===== config.mk =====
export PLATFORM = sky130hd
export DESIGN_NAME = n_bit_register_write_arbiter
export DESIGN_NICKNAME = d
export VERILOG_FILES = /design/src/rtl/n_bit_register_write_arbiter.sv
export SDC_FILE = /design/constraint.sdc
export NUM_CORES = 1
export LEC_CHECK = 0
export CELL_PAD_IN_SITES_DETAIL_PLACEMENT = 0
export CELL_PAD_IN_SITES_GLOBAL_PLACEMENT = 2
export CORE_MARGIN = 2
export CORE_UTILIZATION = 23
export CTS_BUF_LIST = sky130_fd_sc_hd__clkbuf_4 sky130_fd_sc_hd__clkbuf_8 sky130_fd_sc_hd__clkbuf_16
export DETAILED_ROUTE_END_ITERATION = 7
export GPL_TIMING_DRIVEN = 0
export PLACE_DENSITY_LB_ADDON = 0.08
export SYNTH_ARGS = -nofsm -noshare
export SYNTH_HDL_FRONTEND = slang
export SYNTH_SLANG_ARGS = --single-unit

===== constraint.sdc =====
create_clock -name in_clk -period 3.7 [get_ports in_clk]
set_clock_uncertainty 0.15 [all_clocks]
set_input_delay 0.37 -clock in_clk [delete_from_list [all_inputs] [get_ports in_clk]]
set_output_delay 0.37 -clock in_clk [all_outputs]
set_load 0.02 [all_outputs]

===== src/rtl/n_bit_register_write_arbiter.sv =====
// Round-robin write arbiter sharing a bank of D n-bit registers between R requesters.
// Emits a registered one-hot ack, one-hot register enable and shared write data per grant.
module n_bit_register_write_arbiter #(
  parameter int unsigned n = 8,
  parameter int unsigned R = 4,
  parameter int unsigned D = 4,
  parameter int unsigned A = 2
) (
  input  logic                 in_clk,
  input  logic                 in_nres,
  input  logic [R-1:0]         in_req,
  input  logic [R*A-1:0]       in_addr,
  input  logic [R*n-1:0]       in_data,
  input  logic                 in_hold,
  output logic [R-1:0]         out_ack,
  output logic                 out_err,
  output logic [D-1:0]         out_wr_en,
  output logic [n-1:0]         out_wr_data,
  output logic [$clog2(R)-1:0] out_grant_id
);

  localparam int unsigned GW = $clog2(R);

  logic [GW-1:0] ptr_q;
  logic [GW-1:0] gnt;
  logic [GW-1:0] ptr_nxt;
  logic [R-1:0]  eligible;
  logic [R-1:0]  ack_nxt;
  logic          found;
  logic          grant_valid;
  logic          addr_ok;
  logic [A-1:0]  sel_addr;
  logic [n-1:0]  sel_data;
  logic [D-1:0]  wr_en_nxt;
  int unsigned   idx;

  // The requester acked this cycle may still show req high, so it is masked out.
  always_comb begin
    eligible = in_req & ~out_ack;
    found    = 1'b0;
    gnt      = '0;
    idx      = 0;
    for (int unsigned k = 0; k < R; k++) begin
      idx = 32'(ptr_q) + k;
      if (idx >= R) idx = idx - R;
      if (!found && eligible[GW'(idx)]) begin
        found = 1'b1;
        gnt   = GW'(idx);
      end
    end
  end

  always_comb begin
    grant_valid = found & ~in_hold;
    sel_addr    = in_addr[gnt*A +: A];
    sel_data    = in_data[gnt*n +: n];
    addr_ok     = (32'(sel_addr) < D);
    wr_en_nxt   = '0;
    for (int unsigned j = 0; j < D; j++) begin
      wr_en_nxt[j] = addr_ok && (32'(sel_addr) == j);
    end
    ack_nxt      = '0;
    ack_nxt[gnt] = 1'b1;
    ptr_nxt      = (32'(gnt) == R - 1) ? '0 : gnt + 1'b1;
  end

  always_ff @(posedge in_clk or negedge in_nres) begin
    if (!in_nres) begin
      ptr_q        <= '0;
      out_ack      <= '0;
      out_err      <= 1'b0;
      out_wr_en    <= '0;
      out_wr_data  <= '0;
      out_grant_id <= '0;
    end else if (grant_valid) begin
      ptr_q        <= ptr_nxt;
      out_ack      <= ack_nxt;
      out_err      <= ~addr_ok;
      out_wr_en    <= wr_en_nxt;
      out_wr_data  <= addr_ok ? sel_data : '0;
      out_grant_id <= gnt;
    end else begin
      out_ack      <= '0;
      out_err      <= 1'b0;
      out_wr_en    <= '0;
      out_wr_data  <= '0;
    end
  end

  a_ack_onehot: assert property (@(posedge in_clk) disable iff (!in_nres) $onehot0(out_ack));
  a_wr_onehot:  assert property (@(posedge in_clk) disable iff (!in_nres) $onehot0(out_wr_en));
  a_err_ack:    assert property (@(posedge in_clk) disable iff (!in_nres) out_err |-> (out_ack != '0));

endmodule


==> results.tsv <==
stage	metric	value	unit
status	status	complete, no violations	
final_layout	final_nets	232	
route	first_iter_violations	42	
synth	syn_inst	112	
timing	finalHoldViolCount	0	
placement	placed_cells	243	
clock_network	post_cts_resized	0	
synth	ys_ff_latch	20	
placement	placedInstanceArea	1887	sq um
synth	synth_area_leaders	dfrtp_1 (43%), and2_1 (6.5%), nand2_1 (6.1%), a311oi_1 (6.0%), a211oi_1 (5.2%)	
power_and_ir_drop	power_density	620.9	nW/um^2
setup_path	worstReg2RegEnd	ptr_q[1]	
route	drt_wl_total	3429	microns
final_layout	instances_no_fill	246	
min_path	hold_path_end	out_grant_id[1]	
clock_network	clkTransAtPathRegs	0.08	ns
floorplanning	ios	66	
timing	finalSetupViolCount	0	
floorplanning	start_util	24.29	%
placement	dp_hpwl	2594	microns
synth	synthFlopType	dfrtp_1	
global_routing	grt_pass1_vias	1150	
floorplanning	core_area	4786	sq um
timing	rsz0062_at_grt	false	
synth	async_flop_share	100.0	%
setup_path	cp_max_fo	11	
clock_network	cts_tree	built	
final_layout	area_growth_syn_to_layout	65.88	%
timing	min_period	2.437	ns
route	drc	0	
clock_network	clkLatencyLatePin	0.26	ns
setup_path	worstSetupPathType	in2reg	
setup_path	reg2reg_slack	1.42	ns
power_and_ir_drop	power_leakage	0.8086	nW
synth	yosysMostFrequentCell	dfrtp_1	
floorplanning	fp.dieW	75.09	microns
setup_path	endpoint_kind	flip-flop	
clock_network	postCtsSetupBuffers	0	
final_layout	fillers	491	
timing	drv_slew	0	
global_routing	antenna_found_initial	0	
synth	syn-num-nets	163	
setup_path	crit_path_top_delay_cell	clkdlybuf4s50_1	
timing	fin_setup_tns	0	ns
synth	synth_warnings	0	
global_routing	grt_overflow_total	0	
min_path	hold_start	out_grant_id[1]	
route	wl_per_cell	13.94	microns
route	vias	1081	
floorplanning	die_area	5639	sq um
synth	syn_area	1162	sq um
final_layout	n_antenna_cell	0	
setup_path	path_cells	clkdlybuf4s50_1 > nand2b_4 > o21ai_0 > a21oi_1 > o2bb2a_1 > buf_2 > buf_4 > ha_1 > nand2_1 > o21ai_0	
synth	synth_area_leader_cell	dfrtp_1	
setup_path	required	3.66	ns
clock_network	cts_root_buf	clkbuf_8	
synth	synth_area_per_cell	10.38	sq um
final_layout	drive_above_1_share	11.17	%
synth	ys_types	33	
setup_path	cpPeakStageDelay	0.51	ns
clock_network	cts-buffers-inserted	3	
setup_path	crit_path_start_kind	primary input	
final_layout	final_util	40.29	%
timing	tightest_slew	0.9909	ns
min_path	hold_path.class	reg2reg	
clock_network	clock_path_buffers	2	
floorplanning	die_h	75.09	microns
clock_network	cts_hold_buf	0	
timing	slew_headroom	33.73	%
setup_path	crit_path_frequent_cell	o21ai_0	
power_and_ir_drop	peakVddDrop	0.0001948	V
flow_run	max_cap_viol_count	0	
floorplanning	num_rows	25	
clock_network	cts.sinks	20	
global_routing	grt_max_degree	21	
clock_network	htreeDepth	1	
synth	synth_edf_count	0	
route	drtAntennaViolNets	0	
placement	gp_congestion	0.7117	
min_path	hold_path_depth	2	
synth	synth-seq-area-share	43.06	%
setup_path	r2r_start	out_ack[0]	
placement	io_buffers	64	
synth	synthDominantCellAreaShare	43.06	%
final_layout	final_area	1928	sq um
route	viasPerCell	4.394	
global_routing	grt_pass1_wl	5354	microns
setup_path	critPathArrivalTime	2.40	ns
synth	synth_commonest_cells	dfrtp_1 (20), nand2_1 (19), and2_1 (12)	
route	dr.pass1.iters	4	
timing	holdWs	0.3376	ns
timing	timing.fmax	0.4104	GHz
global_routing	grt.total_usage	12.92	%
setup_path	reg2reg_depth	9	
timing	finalCritPeriodShare	65.86	%
## worst max path at each step
stage          startpoint        to  cells past startpoint
2_1_floorplan  out_ack[0]  ptr_q[1]                      9
3_3_place_gp    in_req[0]  ptr_q[1]                     10
3_5_place_dp    in_req[0]  ptr_q[1]                     10
4_1_cts         in_req[0]  ptr_q[1]                     10
5_1_grt         in_req[0]  ptr_q[1]                     10
6_report        in_req[0]  ptr_q[1]                     10
## layout make-up
| type | instances | area [sq um] | share of cell area, % |
|---|---|---|---|
| tap | 67 | 83.83 | 4.348 |
| inverter | 3 | 11.26 | 0.5840 |
| multi-input combinational | 82 | 599.3 | 31.08 |
| sequential | 20 | 500.5 | 25.96 |
| buffer | 7 | 51.30 | 2.661 |
| timing repair buffer | 64 | 640.6 | 33.23 |
| clock buffer | 3 | 41.29 | 2.141 |
## where the power goes
part / switching, mW / leakage (nW) / total, mW / internal [mW]
Clock: 0.0727 / 0.0216 / 0.145 / 0.0725
Combinational: 0.383 / 0.527 / 0.726 / 0.343
Sequential: 0.0328 / 0.260 / 0.326 / 0.293
## metal layers
| layer | up-vias | track usage [%] | wire, microns |
|---|---|---|---|
| li1 | 534 | - | - |
| met5 | - | 0 | 0 |
| met4 | 0 | 4.762 | 34 |
| met1 | 504 | 14.81 | 1433 |
| met3 | 2 | 2.410 | 199 |
| met2 | 41 | 23.68 | 1761 |
## cells in the final DEF, fill, tap and decap left out, types with 2 or more instances in the layout
| master | synthesis | routed |
|---|---|---|
| clkbuf_8 | 0 | 3 |
| inv_1 | 2 | 2 |
| clkdlybuf4s50_1 | 0 | 64 |
| nand2b_4 | 2 | 2 |
| buf_6 | 2 | 2 |
| ha_1 | 4 | 4 |
| dfrtp_1 | 20 | 20 |
| buf_4 | 2 | 2 |
| nand2_1 | 19 | 19 |
| and2_1 | 12 | 12 |
| a211oi_1 | 8 | 8 |
| buf_2 | 2 | 2 |
| mux2i_1 | 5 | 5 |
| and3_1 | 2 | 2 |
| a311oi_1 | 8 | 8 |
| o21ai_0 | 5 | 5 |
## cells by family after synthesis
group / after synthesis / share of synthesized area, %
other: 1 / 0.3226
AND/OR/NAND/NOR: 41 / 20.13
flip-flops: 20 / 43.06
AO/OA/AOI/OAI: 29 / 20.34
buffers and inverters: 10 / 5.381
multiplexers: 7 / 6.458
adder cells (fa/ha/maj): 4 / 4.306
## metrics by stage
step / worst slack [ns] / total power [mW]
detailed placement: 0.9621 / 1.072
finish: 1.263 / 1.197
global route: 1.143 / 1.302
CTS: 1.237 / 1.220
global placement: 1.011 / 1.060
floorplan: 1.535 / 0.7767
## sequential cells by signal, summed over array words and instances (netlist names)
signal        count
out_ack           4
out_grant_id      2
out_wr_data       8
out_wr_en         4
ptr_q             2
## critical path, delay by kind of cell
kind	cells	cell delay, ns
buffers and inverters	3	0.94
AO/OA/AOI/OAI	4	0.67
adder cells (fa/ha/maj)	1	0.28
AND/OR/NAND/NOR	2	0.13
Note: power is estimated with default switching activity, not from simulation.
